**src/rtl/mem_pkg.sv**
```systemverilog
// Shared types and constants for the memory-access stage.
// Size encodings, FSM state type, strobe masks and alignment helpers.
package mem_pkg;

  localparam logic [1:0] SZ_B = 2'd0;
  localparam logic [1:0] SZ_H = 2'd1;
  localparam logic [1:0] SZ_W = 2'd2;
  localparam logic [1:0] SZ_D = 2'd3;

  localparam logic [7:0] STRB_B = 8'h01;
  localparam logic [7:0] STRB_H = 8'h03;
  localparam logic [7:0] STRB_W = 8'h0F;
  localparam logic [7:0] STRB_D = 8'hFF;

  typedef enum logic {
    ST_IDLE   = 1'b0,
    ST_ACCESS = 1'b1
  } state_e;

  // A 32-bit datapath has no dword lane, so dword collapses to word.
  function automatic logic [1:0] eff_size(
    input logic [1:0] sz,
    input logic       is64
  );
    return (!is64 && sz == SZ_D) ? SZ_W : sz;
  endfunction

  function automatic logic misaligned(
    input logic [1:0] sz,
    input logic [2:0] off
  );
    logic m;
    m = 1'b0;
    unique case (sz)
      SZ_B: m = 1'b0;
      SZ_H: m = off[0];
      SZ_W: m = |off[1:0];
      SZ_D: m = |off;
    endcase
    return m;
  endfunction

endpackage

```
**src/rtl/mem_lane_fmt.sv**
```systemverilog
// Byte-lane formatting: load extraction/extension,
// store strobe generation and write-data replication.
module mem_lane_fmt
  import mem_pkg::*;
#(
  parameter int XLEN = 32
) (
  input  logic [1:0]                    size,
  input  logic [$clog2(XLEN/8)-1:0]     off,
  input  logic                          sgn,
  input  logic [XLEN-1:0]               rdata,
  input  logic [XLEN-1:0]               sdata,
  output logic [XLEN-1:0]               ldata,
  output logic [XLEN/8-1:0]             strb,
  output logic [XLEN-1:0]               wdata
);

  localparam int NB = XLEN / 8;

  logic [XLEN-1:0] sh;
  logic [XLEN-1:0] ext_w;
  logic [NB-1:0]   mask;

  assign sh = rdata >> {off, 3'b000};

  if (XLEN == 64) begin : g_w64
    assign ext_w = {{(XLEN-32){sgn & sh[31]}}, sh[31:0]};
  end else begin : g_w32
    assign ext_w = sh;
  end

  always_comb begin
    ldata = sh;
    wdata = sdata;
    mask  = NB'(STRB_D);
    unique case (size)
      SZ_B: begin
        ldata = {{(XLEN-8){sgn & sh[7]}}, sh[7:0]};
        wdata = {NB{sdata[7:0]}};
        mask  = NB'(STRB_B);
      end
      SZ_H: begin
        ldata = {{(XLEN-16){sgn & sh[15]}}, sh[15:0]};
        wdata = {(NB/2){sdata[15:0]}};
        mask  = NB'(STRB_H);
      end
      SZ_W: begin
        ldata = ext_w;
        wdata = {(NB/4){sdata[31:0]}};
        mask  = NB'(STRB_W);
      end
      SZ_D: begin
        ldata = sh;
        wdata = sdata;
        mask  = NB'(STRB_D);
      end
    endcase
  end

  assign strb = mask << off;

endmodule

```
**src/rtl/mem_access.sv**
```systemverilog
// Memory-access pipeline stage: captures execute results,
// runs one data-bus transaction per load/store, feeds writeback.
module mem_access
  import mem_pkg::*;
#(
  parameter int XLEN    = 32,
  parameter int TIMEOUT = 255
) (
  input  logic              CLK,
  input  logic              RST,
  input  logic              STALL,
  input  logic              FLUSH,
  input  logic              A_VALID,
  input  logic [XLEN-1:0]   A_PC,
  input  logic [31:0]       A_INST,
  input  logic [4:0]        A_REG_D,
  input  logic [XLEN-1:0]   A_REG_D_V,
  input  logic              A_LOAD_RDEN,
  input  logic [1:0]        A_LOAD_SIZE,
  input  logic              A_LOAD_SIGNED,
  input  logic              A_STORE_WREN,
  input  logic [XLEN-1:0]   A_ADDR,
  input  logic [XLEN-1:0]   A_STORE_DATA,
  output logic              MEM_REQ,
  output logic              MEM_WE,
  output logic [XLEN-1:0]   MEM_ADDR,
  output logic [XLEN/8-1:0] MEM_STRB,
  output logic [XLEN-1:0]   MEM_WDATA,
  input  logic              MEM_ACK,
  input  logic [XLEN-1:0]   MEM_RDATA,
  output logic              BUSY,
  output logic              M_VALID,
  output logic [XLEN-1:0]   M_PC,
  output logic [31:0]       M_INST,
  output logic [4:0]        M_REG_D,
  output logic [XLEN-1:0]   M_REG_D_V,
  output logic              M_ERR
);

  localparam int OW = $clog2(XLEN/8);

  state_e          state_q, state_d;
  logic [31:0]     cnt_q, cnt_d;
  logic            valid_q, valid_d;
  logic [XLEN-1:0] pc_q, pc_d;
  logic [31:0]     inst_q, inst_d;
  logic [4:0]      rd_q, rd_d;
  logic [XLEN-1:0] rdv_q, rdv_d;
  logic            rden_q, rden_d;
  logic            wren_q, wren_d;
  logic [1:0]      size_q, size_d;
  logic            sgn_q, sgn_d;
  logic [XLEN-1:0] addr_q, addr_d;
  logic [XLEN-1:0] sdata_q, sdata_d;
  logic            err_q, err_d;

  logic [XLEN-1:0]   ldata;
  logic [XLEN/8-1:0] strb;
  logic [XLEN-1:0]   wdata;
  logic [1:0]        a_size;
  logic              a_mem;
  logic              a_mis;
  logic              acc;

  mem_lane_fmt #(.XLEN(XLEN)) u_fmt (
    .size  (size_q),
    .off   (addr_q[OW-1:0]),
    .sgn   (sgn_q),
    .rdata (MEM_RDATA),
    .sdata (sdata_q),
    .ldata (ldata),
    .strb  (strb),
    .wdata (wdata)
  );

  assign a_size = eff_size(A_LOAD_SIZE, XLEN == 64);
  assign a_mem  = A_VALID & (A_LOAD_RDEN | A_STORE_WREN);
  assign a_mis  = misaligned(a_size, 3'(A_ADDR[OW-1:0]));
  assign acc    = (state_q == ST_ACCESS);

  always_comb begin
    state_d = state_q;
    cnt_d   = cnt_q;
    valid_d = valid_q;
    pc_d    = pc_q;
    inst_d  = inst_q;
    rd_d    = rd_q;
    rdv_d   = rdv_q;
    rden_d  = rden_q;
    wren_d  = wren_q;
    size_d  = size_q;
    sgn_d   = sgn_q;
    addr_d  = addr_q;
    sdata_d = sdata_q;
    err_d   = err_q;
    unique case (state_q)
      ST_ACCESS: begin
        // ACK beats an expiring timeout in the same cycle.
        if (MEM_ACK) begin
          state_d = ST_IDLE;
          cnt_d   = '0;
          if (rden_q) rdv_d = ldata;
        end else if (TIMEOUT != 0 && cnt_q == 32'(TIMEOUT - 1)) begin
          state_d = ST_IDLE;
          cnt_d   = '0;
          err_d   = 1'b1;
          rd_d    = '0;
        end else begin
          cnt_d = cnt_q + 32'd1;
        end
      end
      ST_IDLE: begin
        if (!STALL && FLUSH) begin
          valid_d = 1'b0;
          rden_d  = 1'b0;
          wren_d  = 1'b0;
          rd_d    = '0;
          err_d   = 1'b0;
        end else if (!STALL) begin
          valid_d = A_VALID;
          pc_d    = A_PC;
          inst_d  = A_INST;
          rd_d    = (a_mem && a_mis) ? 5'd0 : A_REG_D;
          rdv_d   = A_REG_D_V;
          rden_d  = A_LOAD_RDEN;
          wren_d  = A_STORE_WREN;
          size_d  = a_size;
          sgn_d   = A_LOAD_SIGNED;
          addr_d  = A_ADDR;
          sdata_d = A_STORE_DATA;
          err_d   = a_mem && a_mis;
          cnt_d   = '0;
          if (a_mem && !a_mis) state_d = ST_ACCESS;
        end
      end
    endcase
  end

  always_ff @(posedge CLK or posedge RST) begin
    if (RST) begin
      state_q <= ST_IDLE;
      cnt_q   <= '0;
      valid_q <= 1'b0;
      pc_q    <= '0;
      inst_q  <= '0;
      rd_q    <= '0;
      rdv_q   <= '0;
      rden_q  <= 1'b0;
      wren_q  <= 1'b0;
      size_q  <= '0;
      sgn_q   <= 1'b0;
      addr_q  <= '0;
      sdata_q <= '0;
      err_q   <= 1'b0;
    end else begin
      state_q <= state_d;
      cnt_q   <= cnt_d;
      valid_q <= valid_d;
      pc_q    <= pc_d;
      inst_q  <= inst_d;
      rd_q    <= rd_d;
      rdv_q   <= rdv_d;
      rden_q  <= rden_d;
      wren_q  <= wren_d;
      size_q  <= size_d;
      sgn_q   <= sgn_d;
      addr_q  <= addr_d;
      sdata_q <= sdata_d;
      err_q   <= err_d;
    end
  end

  assign MEM_REQ   = acc;
  assign MEM_WE    = acc & wren_q;
  assign MEM_ADDR  = acc ? addr_q : '0;
  assign MEM_STRB  = acc ? strb : '0;
  assign MEM_WDATA = (acc && wren_q) ? wdata : '0;
  assign BUSY      = acc;

  assign M_VALID   = valid_q & ~acc;
  assign M_PC      = pc_q;
  assign M_INST    = inst_q;
  assign M_REG_D   = rd_q;
  assign M_REG_D_V = rdv_q;
  assign M_ERR     = err_q;

endmodule

```
**config.mk**
```make
export PLATFORM = sky130hd
export DESIGN_NAME = mem_access
export DESIGN_NICKNAME = d
export VERILOG_FILES = /design/src/rtl/mem_pkg.sv /design/src/rtl/mem_lane_fmt.sv /design/src/rtl/mem_access.sv
export SDC_FILE = /design/constraint.sdc
export NUM_CORES = 1
export LEC_CHECK = 0
export CAP_MARGIN = 40
export CORE_ASPECT_RATIO = 1.1
export CORE_UTILIZATION = 40
export DETAILED_ROUTE_END_ITERATION = 10
export GPL_ROUTABILITY_DRIVEN = 0
export PLACE_DENSITY = 0.82
export RECOVER_POWER = 100
export SYNTH_ARGS = -nofsm -noshare
export SYNTH_HDL_FRONTEND = slang
export SYNTH_SLANG_ARGS = --single-unit
```
**constraint.sdc**
```tcl
create_clock -name CLK -period 6.3 [get_ports CLK]
set_input_delay 1.26 -clock CLK [delete_from_list [all_inputs] [get_ports CLK]]
set_output_delay 1.26 -clock CLK [all_outputs]
set_load 0.01 [all_outputs]
```
Word-level counts from Yosys, hierarchy flattened
Cells that the tools add are included.
{"block": "classes", "add_sub_neg": 1, "eq_ne": 16, "shift": 2, "n_mux": 41, "bitwise": 9, "reduce_logical": 16}
{"op": "2-to-1 mux 32 bit", "n": 10}
{"op": "one-hot mux 32 bit (3 select lines)", "n": 2}
{"op": "one-hot mux 32 bit (2 select lines)", "n": 2}
{"op": "adder 32 x 1 -> 32 bit (second input constant)", "n": 1}
{"op": "equality test 32 x 8 -> 1 bit (second input constant)", "n": 1}
{"op": "right shift 32 x 5 -> 32 bit", "n": 1}
{"op": "2-to-1 mux 5 bit", "n": 5}
{"op": "2-to-1 mux 1 bit", "n": 15}
{"op": "one-hot mux 4 bit (3 select lines)", "n": 1}
{"op": "equality test 2 bit (second input constant)", "n": 5}
{"op": "one-hot mux 5 bit (2 select lines)", "n": 1}
{"op": "inequality test 2 bit (second input constant)", "n": 4}
{"op": "inequality test 2 x 1 -> 1 bit (second input constant)", "n": 3}
{"op": "AND reduction 3 bit", "n": 2}
{"op": "OR reduction 2 bit", "n": 3}
{"op": "bitwise AND 1 bit", "n": 5}
{"op": "equality test 2 x 1 -> 1 bit (second input constant)", "n": 2}
{"op": "logical AND 1 bit", "n": 4}
{"op": "logical NOT 2 bit", "n": 2}
{"op": "2-to-1 mux 4 bit", "n": 1}
{"op": "one-hot mux 1 bit (2 select lines)", "n": 2}
{"op": "AND reduction 2 bit", "n": 2}
{"op": "AND reduction 4 bit", "n": 1}
{"op": "<< shifter 4 x 2 -> 4 bit", "n": 1}
{"op": "6 further kinds", "n": 9}
{"block": "word_totals", "register_bits": 205, "elab_cells": 99}

Longest topological paths before layout
{"block": "depth", "word_depth": 11, "depth_mapped": 8, "depth_no_buf": 7}

Modules after synthesis
A second synthesis with hierarchy kept.
{"block": "hier_totals", "cells_unflattened": 1189, "area_unflattened_um2": 10422.5}
{"module": "mem_access", "instances": 1, "cells_each": 1010, "area_per_inst_um2": 9112.5, "seq_area_each_um2": 5129.9}
{"module": "mem_lane_fmt", "instances": 1, "cells_each": 179, "area_per_inst_um2": 1310.0, "seq_area_each_um2": 0.0}

Worst setup path after synthesis
No wires, ideal clock.
{"block": "synth_timing", "path_type": "reg-to-output", "start": "register size_q[0]", "end": "output MEM_STRB[1]", "t_arrival_ns": 1.469, "t_required_ns": 5.040, "setup_slack_ns": 3.571, "stages_incl_launch_ff": 7, "n_path_buf": 3, "cell_sequence": "dfrtp_1 > clkbuf_1 > or2_2 > clkbuf_1 > buf_2 > nor2_1 > nor3b_1"}
{"block": "synth_via", "elab_chain_len": 5, "word_cells_on_any_way": 8, "classes_between": "3 x eq/ne; 1 x shift; 2 x mux; 2 x reduce/logical"}
{"item": "start, declared", "line_no": "mem_access.sv:51", "rtl": "logic [1:0] size_q, size_d;"}
{"item": "start signal, assigned", "line_no": "mem_access.sv:165", "rtl": "size_q <= size_d;"}
{"item": "equality test 2 bit", "line_no": "mem_lane_fmt.sv:36", "rtl": "unique case (size)"}
{"item": "OR reduction 2 bit (no source line)"}
{"item": "one-hot mux 4 bit (3 select lines) *", "line_no": "mem_lane_fmt.sv:36"}
{"item": "<< shifter 4 x 2 -> 4 bit *", "line_no": "mem_lane_fmt.sv:60", "rtl": "assign strb = mask << off;"}
{"item": "2-to-1 mux 4 bit *", "line_no": "mem_access.sv:176", "rtl": "assign MEM_STRB = acc ? strb : '0;"}
{"item": "end, declared", "line_no": "mem_access.sv:27", "rtl": "output logic [XLEN/8-1:0] MEM_STRB,"}
Mark *: on every way between the ends. The rest lies on a longest branch, timed or not. The select of a mux whose other input is x is not followed.

Final worst setup path
{"block": "layout_timing", "start": "register state_q (netlist: BUSY)", "end": "output MEM_WDATA[13]"}
{"block": "layout_via", "elab_chain_len": 2}
{"item": "start, declared", "line_no": "mem_access.sv:42", "rtl": "state_e state_q, state_d;"}
{"item": "start signal, assigned", "line_no": "mem_access.sv:156", "rtl": "state_q <= state_d;"}
{"item": "logical AND 1 bit", "line_no": "mem_access.sv:177", "rtl": "assign MEM_WDATA = (acc && wren_q) ? wdata : '0;"}
{"item": "2-to-1 mux 32 bit", "line_no": "mem_access.sv:177"}
{"item": "end, declared", "line_no": "mem_access.sv:28", "rtl": "output logic [XLEN-1:0] MEM_WDATA,"}
Every way passes these cells.

==> out/metrics.yaml <==
layout:
  layout_commonest_cell: "clkdlybuf4s50_1"
  design_area_um2: 14600
  final_cell_mix: "clkdlybuf4s50_1 (229), dfrtp_1 (205), dlygate4sd3_1 (152), mux2_2 (139), nand2_1 (81)"
  fin_cells: 1572
  final_layout_size_suffix_gt1_share_pct: 15.6
  nFillCells: 1911
  syn2layout_area_growth_pct: 48.0
  fin_nets: 1460
pwr:
  switching_share_pct: 27.6
  power_frac_clock_pct: 33.9
  ir_drop_uv: 287
  p_leak_nw: 6.21
  switchingPower_mw: 1.07
  power.internal_mw: 2.79
  cellPowerDensity_nw_per_um2: 264
  finalPower_mw: 3.86
  pwr-share-seq_pct: 42.6
  pwr-share-comb_pct: 23.5
critical_path:
  worstSetupStartpointType: "flip-flop"
  critPathRequiredTime_ps: 5040
  rr_startpoint: "BUSY"
  slowest_stage: "dfrtp_1"
  ff2ff_setup_slack_ps: 1960
  endpoint_kind: "primary output"
  crit_chain: "nand2_1, a21oi_1, dlygate4sd3_1"
  cp_max_fo: 32
  cp.arrival_ps: 3310
  path_class: "flip-flop to primary output"
  critical_path.max_stage_delay_ps: 970
  crit_start: "BUSY"
sta:
  skew_ps: 13.0
  period_minus_slack_ps: 4570
  setup_violations: 0
  timing.final.ws_setup_ps: 1730
  fin_tns_setup_ps: 0
  max_freq_mhz: 219
  fin_crit_sh_pct: 72.6
  worstMarginPinSlew_ps: 2400
  drv_slew: 253
  hold_viol: 0
  slew_headroom_pct: -59.9
  rsz0062_at_grt: "no"
route:
  wl_um: 30300
  firstDrtPassIters: 5
  drt_iter0_drc: 340
  num_vias: 8318
  ant_nets: 0
  drcViolationCount: 0
  via_per_inst: 5.29
  post_drt_wl_per_cell_um: 19.2
clock_network:
  clk_pin_slew_ps: 60
  clk_latency_ps: 510
  htree_levels: 1
  cts_tree: "done"
  ctsLongestPathBuffers: 3
  cts_sinks: 205
  numCtsBuffers: 22
  cts_resized: 0
  post_cts_buffers: 0
  cts-hold-fix-buffers: 0
  cts_root_buffer: "clkbuf_16"
outcome:
  status: "complete, but fails checks"
  violations: "capacitance limit, slew limit"
placement:
  post_dp_cell_area_um2: 13900
  place_ws_ps: 2750
  portBuffers: 381
  dp_cells: 1531
  hpwlAfterDp_um: 22100
synth:
  synth-edff-count: 0
  yosys.area.top_type: "dfrtp_1"
  synth.area.top_cells: "dfrtp_1 (52%), mux2_2 (16%), mux2i_1 (3.7%), nand2_1 (3.1%), a21oi_1 (2.6%)"
  ys_warn_count: 0
  synth.cell_area_um2: 9860
  synthDistinctLibCells: 52
  avgSynthCellArea_um2: 11.1
  synth_top_area_share_pct: 52.0
  synth-main-ff-cell: "dfrtp_1"
  syn_nets: 1099
  synthCells: 889
  yosys_register_bits: 205
  ys_seq_area_share_pct: 52.0
  synthArstFlopShare_pct: 100
floorplanning:
  initial_core_util_pct: 41.2
  die_area_um2: 25300
  core_um2: 23900
  fp.dieW_um: 152
  rows: 59
  die-height_um: 167
  io-pin-count: 382
worst_hold_path:
  hold_path.class: "flip-flop to flip-flop"
  min-delay-start: "valid_q"
job:
  max_cap_viol_count: 5
grt:
  grt_max_degree: 71
  grtUsageTotal_pct: 23.6
  grt_pass1_vias: 8484
  grt_antenna_before_repair: 2
  grt_first_pass_wirelength_um: 46200
  gr-total-overflow: 0
through the flow:
step / util, % / hold WS (ps)
floorplan: - / 442
global placement: 57.9 / 453
detailed placement: 58.2 / 462
CTS: 61.3 / 476
global route: 61.0 / 492
finish: 61.0 / 471
path summary, 6_finish.rpt:
kind | endpoint | depth (start not counted)
setup / recovery | MEM_WDATA[13] | 3
hold / removal | valid_q | 2
setup reg to reg | M_PC[20] | 5
hold reg to reg | valid_q | 2
max in group asynchronous | M_REG_D_V[28] | 4
min in group asynchronous | M_PC[12] | 3
registers in the layout, indices dropped and copies added, names as in the netlist, 2 cells and up:
name	count
sdata_q	32
M_PC	32
M_INST	32
addr_q	32
M_REG_D_V	32
cnt_q	32
size_q	2
M_REG_D	5
synthesized netlist by cell type, types with 3 or more instances:
master and count:
dfrtp_1 205, mux2_2 139, nand2_1 81, nor2_1 66, a21oi_1 52, o21ai_0 49, mux2i_1 36, and2_1 33
clkbuf_1 25, buf_2 24, xnor2_1 20, or3_1 17, nor3_1 12, and3_1 11, inv_1 11, nor2b_1 11
nand3_1 10, a211oi_1 8, nand4_1 8, xor2_1 6, a22o_1 5, and4_1 5, nor3b_1 5, nor4_1 5
o21ai_1 5, a31oi_1 3, buf_6 3
routing by layer:
layer / up-vias / global-route usage (%) / wire length (um)
li1: 3824 / - / -
met1: 4040 / 26.7 / 11100
met2: 380 / 40.4 / 15000
met3: 74 / 7.45 / 2970
met4: 0 / 9.56 / 1140
met5: - / 0 / 0
cells by family (layout without fill, tap and decap cells):
group / count (synthesis) / count (layout) / synth area share (%)
other: 0 / 2 / 0
multiplexers: 176 / 176 / 19.7
AND/OR/NAND/NOR: 279 / 279 / 14.8
adder cells (fa/ha/maj): 2 / 2 / 0.254
AO/OA/AOI/OAI: 133 / 133 / 7.74
flip-flops: 205 / 205 / 52.0
XOR/XNOR: 26 / 26 / 2.31
buffers and inverters: 68 / 444 / 3.21
power groups by stage:
stage | clock network [mW] | registers, mW | logic (mW)
3_5_place_dp | 0 | 1.67 | 0.959
5_1_grt | 1.40 | 1.67 | 0.977
2_1_floorplan | 0 | 1.67 | 0.418
6_report | 1.31 | 1.64 | 0.906
3_3_place_gp | 0 | 1.66 | 0.930
4_1_cts | 1.35 | 1.65 | 0.965
worst max-delay path: cells and delay by family (launching register included):
kind            cells  cell delay [ps]
flops               1              970
compound gates      1              360
buf+inv             1              650
simple gates        1              790
layout make-up:
type / count / area, um^2 / area share [%]
well taps: 305 / 382 / 2.62
diodes: 2 / 5.00 / 0.0343
clock buffers: 33 / 673 / 4.61
inverters: 11 / 45.0 / 0.309
clock inverters: 6 / 66.3 / 0.455
flip-flops and latches: 205 / 5130 / 35.2
multi-input cells: 616 / 4400 / 30.1
repair buffers: 394 / 3890 / 26.7
Note: power is estimated with default switching activity, not from simulation.
